### src/rtl/ram_fetch_unit_pkg.sv
// Definitions shared by the fetch unit and the ram block: RW bus encodings and fetch states.
package ram_fetch_unit_pkg;

  localparam logic [1:0] RW_IDLE  = 2'b00;
  localparam logic [1:0] RW_READ  = 2'b01;
  localparam logic [1:0] RW_WRITE = 2'b10;

  typedef enum logic [1:0] {
    FS_IDLE     = 2'd0,
    FS_RUN      = 2'd1,
    FS_STOPPING = 2'd2
  } fetch_state_e;

endpackage

### src/rtl/ram_fetch_unit_fetch_fifo.sv
// Prefetch FIFO: fall-through head, push/pop in the same cycle, flush wins over push and pop.
module fetch_fifo #(
  parameter int DEPTH = 2,
  parameter int W     = 64
) (
  input  logic                   clk,
  input  logic                   reset,
  input  logic                   flush,
  input  logic                   push,
  input  logic [W-1:0]           wdata,
  input  logic                   pop,
  output logic [W-1:0]           rdata,
  output logic [$clog2(DEPTH):0] count,
  output logic                   full,
  output logic                   empty
);
  localparam int PW = $clog2(DEPTH);
  localparam int CW = PW + 1;

  logic [W-1:0]  mem [DEPTH];
  logic [PW-1:0] wr_ptr;
  logic [PW-1:0] rd_ptr;
  logic          do_push;
  logic          do_pop;

  assign empty   = (count == '0);
  assign full    = (count == CW'(DEPTH));
  assign do_pop  = pop && !empty;
  assign do_push = push && (!full || do_pop);
  assign rdata   = mem[rd_ptr];

  always_ff @(posedge clk or posedge reset) begin
    if (reset) begin
      // NOTE: the storage is reset as well so the head word reads as zero after reset.
      for (int i = 0; i < DEPTH; i++) mem[i] <= '0;
      wr_ptr <= '0;
      rd_ptr <= '0;
      count  <= '0;
    end else if (flush) begin
      wr_ptr <= '0;
      rd_ptr <= '0;
      count  <= '0;
    end else begin
      if (do_push) begin
        mem[wr_ptr] <= wdata;
        wr_ptr      <= wr_ptr + 1'b1;
      end
      if (do_pop) rd_ptr <= rd_ptr + 1'b1;
      count <= count + CW'(do_push) - CW'(do_pop);
    end
  end

endmodule

### src/rtl/ram_fetch_unit.sv
// Instruction fetch stage: owns the PC, issues word reads to the ram and buffers the returned
// words in a prefetch FIFO handed to decode over valid/ready.
module ram_fetch_unit
  import ram_fetch_unit_pkg::*;
#(
  parameter int AW    = 32,
  parameter int DW    = 32,
  parameter int DEPTH = 2
) (
  input  logic          clk,
  input  logic          reset,
  input  logic          start,
  input  logic [AW-1:0] start_pc,
  input  logic          stop,
  input  logic          redirect,
  input  logic [AW-1:0] redirect_pc,
  output logic          instr_valid,
  output logic [DW-1:0] instr,
  output logic [AW-1:0] instr_pc,
  input  logic          instr_ready,
  output logic [AW-1:0] ram_addr,
  output logic [1:0]    ram_rw,
  output logic          ram_enable,
  input  logic [DW-1:0] ram_fetch,
  output logic          busy
);
  localparam int CW = $clog2(DEPTH) + 1;
  localparam logic [1:0] IDLE     = FS_IDLE;
  localparam logic [1:0] RUN      = FS_RUN;
  localparam logic [1:0] STOPPING = FS_STOPPING;

  logic [1:0]       state;
  logic [AW-1:0]    pc;
  logic [AW-1:0]    ifpc;
  logic [AW-1:0]    addr_q;
  logic [AW-1:0]    issue_addr;
  logic             inflight;
  logic             run;
  logic             redir;
  logic             flush;
  logic             pop;
  logic             issue;
  logic [CW-1:0]    count;
  logic [CW-1:0]    used;
  logic             fifo_full;
  logic             fifo_empty;
  logic [AW+DW-1:0] head;

  assign run   = (state == RUN);
  assign redir = run && redirect && !stop;
  assign flush = redir || (state == IDLE && start);

  // A stale word landing in a redirect cycle is discarded because the flush beats the push.
  assign instr_valid = !fifo_empty && !redir;
  assign instr       = head[DW-1:0];
  assign instr_pc    = head[AW+DW-1:DW];
  assign pop         = instr_valid && instr_ready;

  // Credit: slots already owned by buffered plus returning words, a same-cycle pop frees one.
  assign used       = redir ? '0 : count + CW'(inflight) - CW'(pop);
  assign issue      = run && !stop && (used < CW'(DEPTH));
  assign issue_addr = redir ? redirect_pc : pc;
  assign busy       = (state != IDLE) || inflight;

  always_comb begin
    // NOTE: every signal driven here gets a default first, so no latch can be inferred.
    ram_enable = 1'b0;
    ram_rw     = RW_IDLE;
    ram_addr   = addr_q;
    if (issue) begin
      ram_enable = 1'b1;
      ram_rw     = RW_READ;
      ram_addr   = issue_addr;
    end
  end

  always_ff @(posedge clk or posedge reset) begin
    if (reset) begin
      state    <= IDLE;
      pc       <= '0;
      ifpc     <= '0;
      addr_q   <= '0;
      inflight <= 1'b0;
    end else begin
      inflight <= issue;
      if (issue) begin
        pc     <= issue_addr + 1'b1;
        ifpc   <= issue_addr;
        addr_q <= issue_addr;
      end else if (state == IDLE && start) begin
        pc <= start_pc;
      end
      case (state)
        IDLE:     if (start) state <= RUN;
        RUN:      if (stop) state <= STOPPING;
        STOPPING: if (!inflight) state <= IDLE;
        default:  state <= IDLE;
      endcase
    end
  end

  fetch_fifo #(
    .DEPTH(DEPTH),
    .W    (AW + DW)
  ) u_fifo (
    .clk  (clk),
    .reset(reset),
    .flush(flush),
    .push (inflight),
    .wdata({ifpc, ram_fetch}),
    .pop  (pop),
    .rdata(head),
    .count(count),
    .full (fifo_full),
    .empty(fifo_empty)
  );

  a_no_overflow: assert property (@(posedge clk) disable iff (reset)
    !(inflight && fifo_full && !pop && !flush));
  a_no_write: assert property (@(posedge clk) disable iff (reset) ram_rw != RW_WRITE);

endmodule

### config.mk
export PLATFORM = sky130hd
export DESIGN_NAME = ram_fetch_unit
export DESIGN_NICKNAME = d
export VERILOG_FILES = /design/src/rtl/ram_fetch_unit_pkg.sv /design/src/rtl/ram_fetch_unit_fetch_fifo.sv /design/src/rtl/ram_fetch_unit.sv
export SDC_FILE = /design/constraint.sdc
export NUM_CORES = 1
export LEC_CHECK = 0
export CAP_MARGIN = 20
export CORE_MARGIN = 4
export CORE_UTILIZATION = 53
export DETAILED_ROUTE_END_ITERATION = 10
export PLACE_DENSITY_LB_ADDON = 0.15
export SYNTH_ARGS = -nofsm -noshare
export SYNTH_HDL_FRONTEND = slang
export SYNTH_SLANG_ARGS = --single-unit
### constraint.sdc
create_clock -name clk -period 9.4 [get_ports clk]
set_input_delay 1.41 -clock clk [delete_from_list [all_inputs] [get_ports clk]]
set_output_delay 1.41 -clock clk [all_outputs]
set_load 0.05 [all_outputs]
==> results of run 1 <==
metal layers:
layer | vias up | GRT usage (%)
li1 | 3859 | -
met1 | 4114 | 34.6
met2 | 286 | 36.9
met3 | 48 | 4.36
met4 | 2 | 5.05
met5 | - | 0
stage by stage:
| step | instances | setup slack (ps) | total power [mW] |
|---|---|---|---|
| floorplan | 965 | 1660 | 3.93 |
| global placement | 1393 | 2470 | 4.81 |
| detailed placement | 1393 | 2350 | 4.86 |
| CTS | 1434 | 2300 | 5.81 |
| global route | 1438 | 2000 | 6.08 |
| finish | 1438 | 2280 | 5.77 |
kinds of logic (layout without fill, tap and decap cells):
| family | after synthesis | in the layout |
|---|---|---|
| XOR/XNOR | 24 | 24 |
| adder cells (fa/ha/maj) | 4 | 4 |
| AND/OR/NAND/NOR | 253 | 253 |
| multiplexers | 238 | 238 |
| buffers and inverters | 67 | 263 |
| other | 1 | 3 |
| flip-flops | 231 | 231 |
| AO/OA/AOI/OAI | 147 | 147 |
flip-flops by register name (all words and copies together) (netlist names):
register / cells
u_fifo.mem: 128
addr_q: 32
ifpc: 32
pc: 32
state: 2
u_fifo.count: 2
inflight: 1
u_fifo.rd_ptr: 1
u_fifo.wr_ptr: 1
report_power, final:
part	switching, mW	internal (mW)
sequential	0.328	1.48
combinational	1.80	1.24
clock	0.383	0.544
total	2.51	3.26
cell usage in the layout (no fill, tap or decap), types with 4 or more instances in the layout:
cell               n
nand2_1          107
clkinv_2           4
xor2_1             8
o31ai_1            7
o21a_1            56
dfrtp_1          230
a31oi_1            8
clkbuf_1           7
o31a_1             4
nor2_1            24
a21oi_1           26
clkbuf_8           4
nor3_1             8
ha_1               4
nand3_1           23
buf_4             10
o21ai_0           13
or3_1              6
mux2i_1           33
mux2_2           205
a31o_2             4
clkbuf_16         25
nand4_1           21
and3_1            19
xnor2_1           16
o211ai_1           4
clkdlybuf4s50_1  201
inv_1              6
nor4_1            10
and2_1            11
critical path, stage by stage:
cell	delay [ps]
clkdlybuf4s50_1	590
and4bb_2	330
nor2_1	180
and2_1	160
ha_1	150
xor2_1	200
xnor2_1	220
o21ai_2	210
clkinv_2	620
buf_12	470
nand2_1	140
o21a_1	160
clkdlybuf4s50_1	850
worst max path at each step:
stage | startpoint | to | slack [ps] | cells after the start
6_report | redirect | ram_addr[15] | 2280 | 13
5_1_grt | redirect | ram_addr[23] | 2000 | 13
4_1_cts | redirect | ram_addr[15] | 2300 | 13
3_5_place_dp | redirect | ram_addr[13] | 2350 | 13
3_3_place_gp | redirect | ram_addr[13] | 2470 | 13
2_1_floorplan | reset | addr_q[0] | 1660 | 1
cell type report:
cell class | count | share of cell area, %
Inverter | 8 | 0.271
Sequential cell | 231 | 40.5
Clock buffer | 36 | 4.95
Tap cell | 275 | 2.41
Multi-Input combinational cell | 667 | 36.4
Timing Repair Buffer | 214 | 15.1
Antenna cell | 2 | 0.0350
Clock inverter | 5 | 0.368
==> impl_metrics.py, run 1 <==
metrics = {
    "synth": {
        "async_reset_ff_share_pct": 100,
        "synth.most_common_cell": "dfrtp_1",
        "synthXorXnorAreaFrac_pct": 1.87,
        "yosysUniqueCellTypes": 58,
        "ys_ff_latch": 231,
        "synth_top_cell_by_area": "dfrtp_1",
        "dominantRegCellSynth": "dfrtp_1",
        "synth_cells": 965,
        "synth.top_cell.area_share_pct": 51.4,
        "synth_enable_flop_cells": 0,
        "postSynthAreaPerCell_um2": 11.7,
        "synth-adder-area-share_pct": 0.445,
        "synth_top_family_by_area": "multiplexers",
        "synthesis.area_um2": 11300,
        "synth.area.mux_share_pct": 23.5,
        "synth_top_cells_by_count": "dfrtp_1, mux2_2, nand2_1",
        "ys_seq_area_share_pct": 51.4,
        "ys_warn_count": 0,
        "syn-num-nets": 1071,
        "yosys-top-cells-area": "dfrtp_1, mux2_2, o21a_1",
        "synth_compound_area_share_pct": 9.15,
        "synth-simple-area-share_pct": 11.2,
    },
    "cells_and_area": {
        "fin_util_pct": 68.2,
        "ff_latch_area_um2": 5780,
        "fillCellCount": 1613,
        "syn_to_final_growth_pct": 27.0,
        "final_area_um2": 14300,
        "finalNetCount": 1253,
        "multi_input_area_um2": 5210,
        "drive_gt1_share_pct": 23.2,
    },
    "route": {
        "dr_wl_met2_um": 12900,
        "detail_route.iter0.violations": 499,
        "antenna_left": 0,
        "vias": 8309,
        "first_pass_iters": 5,
        "wire_per_inst_um": 19.5,
        "wl_um": 28000,
        "drc_errors": 0,
        "wl_met1_um": 12800,
        "routed_via_density": 5.78,
        "top_layer_used": "met5",
        "wl_met3_um": 1770,
    },
    "power": {
        "peakVddDrop_v": 0.000199,
        "p_per_area_nw_per_um2": 404,
        "p_leak_nw": 5.94,
    },
    "clock_tree": {
        "insertion_delay_ps": 510,
        "tritoncts": "done",
        "post-cts-setup-buffers": 0,
        "clock_path_buffers": 3,
        "cts_hold_buf": 0,
        "clkTransAtPathRegs_ps": 60,
        "ctsRootBufferMaster": "clkbuf_16",
        "cts_resized": 0,
        "cts_sinks": 231,
        "numCtsBuffers": 25,
        "htreeDepth": 1,
    },
    "die": {
        "die_w_um": 154,
        "dieHeight_um": 154,
        "coreArea_um2": 21000,
        "pin_count": 203,
        "start_util_pct": 53.7,
        "placementRows": 53,
        "dieArea_um2": 23600,
    },
    "place": {
        "port_buffers": 201,
        "dpl_cell_area_um2": 13500,
        "place_hpwl_um": 19100,
        "place_congestion": 0.869,
    },
    "sta": {
        "whs_ps": 475,
        "setup-tns-final_ps": 0,
        "final-hold-violation-count": 0,
        "layout_min_cycle_time_ps": 7120,
        "tightest_slew_ps": 925,
        "grt_setup_unrepaired": "false",
        "min_period_over_period_pct": 75.7,
        "finalSetupViolCount": 0,
        "fin_skew_ps": 9.54,
        "slew_violations": 0,
        "relSlewSlack_pct": 38.3,
        "max_freq_mhz": 141,
    },
    "global_route": {
        "antenna_found_initial": 3,
        "grt_max_degree": 154,
        "overflow": 0,
        "grt_pass1_vias": 8497,
        "grt.total_usage_pct": 23.5,
        "grt_pass1_wl_um": 45900,
    },
    "setup_path": {
        "worstReg2RegStart": "state[1]",
        "r2r-end": "pc[30]",
        "r2r_cells": 11,
        "crit_fanout": 68,
        "crit_type": "in2out",
        "crit_path_end_kind": "primary output",
        "r2r_setup_slack_ps": 5990,
        "required_ps": 7990,
        "arrival_ps": 5710,
        "crit_path_start_kind": "primary input",
    },
    "hold_path": {
        "whs_path_depth": 1,
        "hold_path_startpoint": "addr_q[1]",
        "whs_endpoint": "addr_q[1]",
        "hold_path_class": "reg2reg",
    },
    "run": {
        "maxCapViolCount": 0,
    },
    "outcome": {
        "run_status": "finished clean",
    },
}
(Power assumes the default switching activity.)
==> run 2, diff against run 1 <==
==> constraint.sdc (replaced) <==
create_clock -name clk -period 7.32 [get_ports clk]
set_input_delay 1.098 -clock clk [delete_from_list [all_inputs] [get_ports clk]]
set_output_delay 1.098 -clock clk [all_outputs]
set_load 0.05 [all_outputs]
==> run 2 against run 1 <==
Net effect: core utilization is 1.4 points higher; global-route usage increased by 0.062 points; first-iteration DRC count decreased by 3.2%; sequential share of layout area is 0.79 points lower; clock-buffer cell count did not move; final cell count grew 0.42%; wire length fell by 0.55%; clock power up 34%; flip-flop and latch count did not move; register-to-register slack worse by 1800 ps; combinational power rose by 36%; critical endpoint is now ram_addr[3]; largest power group unchanged.
==> impl_metrics.py, run 2 (synthesis gave the netlist of run 1 again) <==
metrics = {
    "outcome": {
        "run_status": "finished clean",
    },
    "global_route": {
        "use_met3_pct": 4.02,
        "grt.total_usage_pct": 23.6,
        "grt_use_met2_pct": 38.2,
        "grt_pass1_vias": 8550,
        "antenna_found_initial": 1,
        "grt_max_degree": 79,
        "grt.met1_usage_pct": 33.7,
        "grt_pass1_wl_um": 45900,
        "top_usage_layer": "met2",
        "overflow": 0,
    },
    "power": {
        "peakVddDrop_v": 0.000313,
        "p_leak_nw": 6.14,
        "p_per_area_nw_per_um2": 528,
        "p_total_mw": 7.69,
    },
    "route": {
        "first_pass_iters": 6,
        "detail_route.iter0.violations": 483,
        "vias": 8345,
        "antenna_left": 0,
        "routed_via_density": 5.78,
        "wire_per_inst_um": 19.3,
        "wl_um": 27800,
        "drc_errors": 0,
    },
    "clock_tree": {
        "ctsRootBufferMaster": "clkbuf_16",
        "insertion_delay_ps": 530,
        "cts_hold_buf": 0,
        "clock_path_buffers": 3,
        "numCtsBuffers": 25,
        "cts_resized": 0,
        "clkTransAtPathRegs_ps": 60,
        "cts_sinks": 231,
        "tritoncts": "done",
        "htreeDepth": 1,
        "post-cts-setup-buffers": 0,
    },
    "setup_path": {
        "crit_path_top_delay_cell": "clkdlybuf4s50_1",
        "worst-path-buf-inv": 2,
        "crit_path_end_kind": "primary output",
        "critical_path.max_stage_delay_ps": 880,
        "crit_type": "in2out",
        "crit_path_start_kind": "primary input",
        "arrival_ps": 4620,
        "startpoint": "redirect",
        "required_ps": 6220,
        "crit_family": "buffers and inverters",
        "cp_common_cell": "clkdlybuf4s50_1",
        "crit_fanout": 10,
        "worstReg2RegStart": "state[1]",
        "path_cells": "clkdlybuf4s50_1 > and4bb_2 > nor2_1 > and2_1 > ha_1 > xor2_1 > xnor2_1 > or2_2 > a21oi_1 > a211oi_1 > clkdlybuf4s50_1",
    },
    "cells_and_area": {
        "syn_to_final_growth_pct": 29.6,
        "drive_gt1_share_pct": 26.7,
        "ff_latch_area_um2": 5780,
        "fillCellCount": 1563,
        "finalNetCount": 1256,
        "regMostFlops": "u_fifo.mem",
        "multi_input_area_um2": 5210,
        "layout_common_cells": "dfrtp_1, mux2_2, clkdlybuf4s50_1",
        "final_common_cell": "dfrtp_1",
        "largest_register_ffs": 128,
        "insertedDiodeCount": 0,
    },
    "place": {
        "place_hpwl_um": 19700,
        "port_buffers": 201,
        "pre_cts_slack_ps": 1580,
        "place_congestion": 0.894,
    },
    "sta": {
        "relSlewSlack_pct": 34.2,
        "layout_min_cycle_time_ps": 5710,
        "min_period_over_period_pct": 78.1,
        "fin_skew_ps": 14.3,
        "whs_ps": 475,
        "setup_ws_ps": 1610,
        "tightest_slew_ps": 987,
        "slew_violations": 0,
        "finalSetupViolCount": 0,
        "grt_setup_unrepaired": "false",
        "setup-tns-final_ps": 0,
        "max_freq_mhz": 175,
        "final-hold-violation-count": 0,
    },
    "die": {
        "pin_count": 203,
        "dieHeight_um": 154,
        "start_util_pct": 53.7,
        "dieArea_um2": 23600,
        "coreArea_um2": 21000,
        "die_w_um": 154,
        "placementRows": 53,
    },
    "hold_path": {
        "hold_path_class": "reg2reg",
        "hold_path_startpoint": "addr_q[1]",
    },
    "run": {
        "maxCapViolCount": 0,
    },
}
-- run 2: through the flow --
stage	area (um^2)	util, %	cells
after global routing	14600	69.6	1444
after floorplan	11300	-	965
after CTS	14600	69.6	1444
final	14600	69.6	1444
after detailed placement	13800	65.6	1398
after global placement	13800	65.6	1398
-- run 2: metal layers --
layer	routed length, um	share of wire [%]	up-vias
met5	13	0.047	-
met4	576	2.1	2
met3	1580	5.7	48
met2	13200	47	272
met1	12500	45	4156
li1	-	-	3867
-- run 2: layout make-up --
class	instances	share of cell area, %
Clock buffer	36	5.05
Tap cell	275	2.36
Sequential cell	231	39.7
Inverter	8	0.240
Multi-Input combinational cell	667	35.8
Timing Repair Buffer	217	16.3
Clock inverter	10	0.618
-- run 2: where the power goes --
group / switching (mW) / total, mW / internal, mW
logic: 2.38 / 4.14 / 1.77
registers: 0.410 / 2.31 / 1.90
clock network: 0.502 / 1.24 / 0.737
total: 3.29 / 7.69 / 4.40
-- run 2: final timing paths --
path	to	slack [ps]	depth (start not counted)
worst max-delay path	ram_addr[3]	1610	11
worst min-delay path	addr_q[1]	480	1
worst max register to register	pc[22]	4220	6
worst min register to register	addr_q[1]	480	1
max in group asynchronous	pc[8]	4940	4
min in group asynchronous	u_fifo.mem[3]	840	2
==> run 3, diff against run 2 <==
--- a/config.mk
+++ b/config.mk
@@ -7,7 +7,7 @@
 export LEC_CHECK = 0
 export CAP_MARGIN = 20
 export CORE_MARGIN = 4
-export CORE_UTILIZATION = 53
+export CORE_UTILIZATION = 48
 export DETAILED_ROUTE_END_ITERATION = 10
 export PLACE_DENSITY_LB_ADDON = 0.15
 export SYNTH_ARGS = -nofsm -noshare
==> constraint.sdc (replaced) <==
create_clock -name clk -period 4.7 [get_ports clk]
set_input_delay 0.705 -clock clk [delete_from_list [all_inputs] [get_ports clk]]
set_output_delay 0.705 -clock clk [all_outputs]
set_load 0.05 [all_outputs]
==> run 3 against run 2 <==
Net effect: hold slack got worse by 19 ps; non-clock buffer count grew 6; largest power group unchanged; sequential share of layout area fell by 0.83 points; critical path depth increased by 2; sequential power rose by 57%; clock skew is 5.8 ps higher; first-iteration DRC count down 1.2%; wire length up 2.4%; clock-buffer cell count is 3 higher.
==> impl_metrics.py, run 3 (synthesis gave the netlist of run 1 again) <==
metrics = {
    "die": {
        "start_util_pct": 49.2,
        "pin_count": 203,
        "die_w_um": 161,
        "placementRows": 55,
        "dieHeight_um": 161,
        "dieArea_um2": 26000,
        "coreArea_um2": 22800,
    },
    "clock_tree": {
        "ctsRootBufferMaster": "clkbuf_16",
        "cts_sinks": 231,
        "cts_hold_buf": 0,
        "cts_resized": 0,
        "htreeDepth": 1,
        "clkTransAtPathRegs_ps": 60,
        "numCtsBuffers": 25,
        "tritoncts": "done",
        "insertion_delay_ps": 510,
        "post-cts-setup-buffers": 0,
        "clock_path_buffers": 3,
    },
    "route": {
        "wire_per_inst_um": 19.2,
        "vias": 8264,
        "detail_route.iter0.violations": 477,
        "drc_errors": 0,
        "wl_um": 28500,
        "antenna_left": 0,
        "first_pass_iters": 6,
        "routed_via_density": 5.55,
    },
    "power": {
        "p_total_mw": 12.2,
        "p_per_area_nw_per_um2": 818,
        "p_sw_mw": 5.16,
        "seq_power_share_pct": 29.7,
        "pwr-share-clk_pct": 15.9,
        "intPower_mw": 7.02,
        "p_sw_share_pct": 42.4,
        "comb_power_share_pct": 54.4,
        "peakVddDrop_v": 0.000389,
        "p_leak_nw": 6.23,
    },
    "cells_and_area": {
        "layout_common_cells": "dfrtp_1, mux2_2, clkdlybuf4s50_1",
        "regMostFlops": "u_fifo.mem",
        "final_common_cell": "dfrtp_1",
        "finalNetCount": 1262,
        "finalNonFillerCells": 1488,
        "fin_util_pct": 65.2,
        "largest_register_ffs": 128,
        "syn_to_final_growth_pct": 32.3,
        "drive_gt1_share_pct": 29.7,
    },
    "place": {
        "place_congestion": 0.869,
        "dp.cells": 1441,
        "port_buffers": 201,
        "place_hpwl_um": 20300,
    },
    "sta": {
        "setup-tns-final_ps": 0,
        "relSlewSlack_pct": 46.0,
        "grt_setup_unrepaired": "false",
        "layout_min_cycle_time_ps": 4340,
        "slew_violations": 0,
        "final-hold-violation-count": 0,
        "min_period_over_period_pct": 92.3,
        "tightest_slew_ps": 810,
        "max_freq_mhz": 231,
        "fin_skew_ps": 20.1,
        "finalSetupViolCount": 0,
    },
    "setup_path": {
        "crit_path_end_kind": "primary output",
        "crit_path_start_kind": "primary input",
        "required_ps": 3990,
        "crit_type": "in2out",
        "arrival_ps": 3630,
        "crit_fanout": 39,
    },
    "global_route": {
        "grt_pass1_wl_um": 46200,
        "grt.total_usage_pct": 21.7,
        "grt_pass1_vias": 8372,
        "grt_max_degree": 81,
        "antenna_found_initial": 1,
        "overflow": 0,
    },
    "outcome": {
        "run_status": "finished clean",
    },
    "run": {
        "maxCapViolCount": 0,
    },
    "hold_path": {
        "hold_path_class": "in2async",
    },
}
[run 3: path summary, 6_finish.rpt]
path	startpoint	to	slack, ps	cells past startpoint
setup / recovery	stop	ram_addr[17]	360	13
hold / removal	reset	u_fifo.mem[56]	460	2
setup reg to reg	state[1]	pc[24]	1640	8
hold reg to reg	addr_q[5]	addr_q[5]	490	1
max in group asynchronous	reset	pc[11]	3290	4
min in group clk	addr_q[5]	addr_q[5]	490	1
[run 3: worst max-delay path, stage by stage]
cell and delay, ps:
clkdlybuf4s50_1 460, and4bb_2 370, nor2_4 50, and2_1 150
ha_1 180, xor2_1 150, xnor2_1 480, o21ai_2 140
inv_4 230, buf_12 240, nand2_1 120, o21a_2 180
buf_12 150
[run 3: final cells by class]
cell class / count / area [um^2]
antenna: 1 / 2.50
tap: 313 / 392
clock inverter: 6 / 58.8
inverter: 8 / 36.3
fill: 1808 / 7960
clock buffer: 39 / 758
multi-input combinational: 667 / 5280
timing repair buffer: 223 / 2580
sequential: 231 / 5780
[run 3: metrics by stage]
step           cell area [um^2]  hold slack, ps  worst slack [ps]
2_1_floorplan             11300             462              18.1
3_3_place_gp              14000             478               419
3_5_place_dp              14000             474               363
4_1_cts                   14900             494               344
5_1_grt                   14900             470              62.5
6_report                  14900             456               364
[run 3: power by group through the flow]
stage               combinational (mW)  sequential, mW  clock (mW)
floorplan                         4.55            3.37           0
global placement                  6.61            3.62           0
detailed placement                6.66            3.64           0
CTS                               6.69            3.62        1.98
global route                      7.00            3.75        2.07
finish                            6.62            3.62        1.93
[run 3: per-layer routing]
metal  part of all wire [%]  vias up  GRT usage [%]  routed length [um]
met4                    2.1        0           4.92                 605
met5                      0        -              0                   0
met1                     46     4084           32.0               13000
met2                     47      264           34.4               13300
met3                    5.7       43           3.22                1640
li1                       -     3873              -                   -
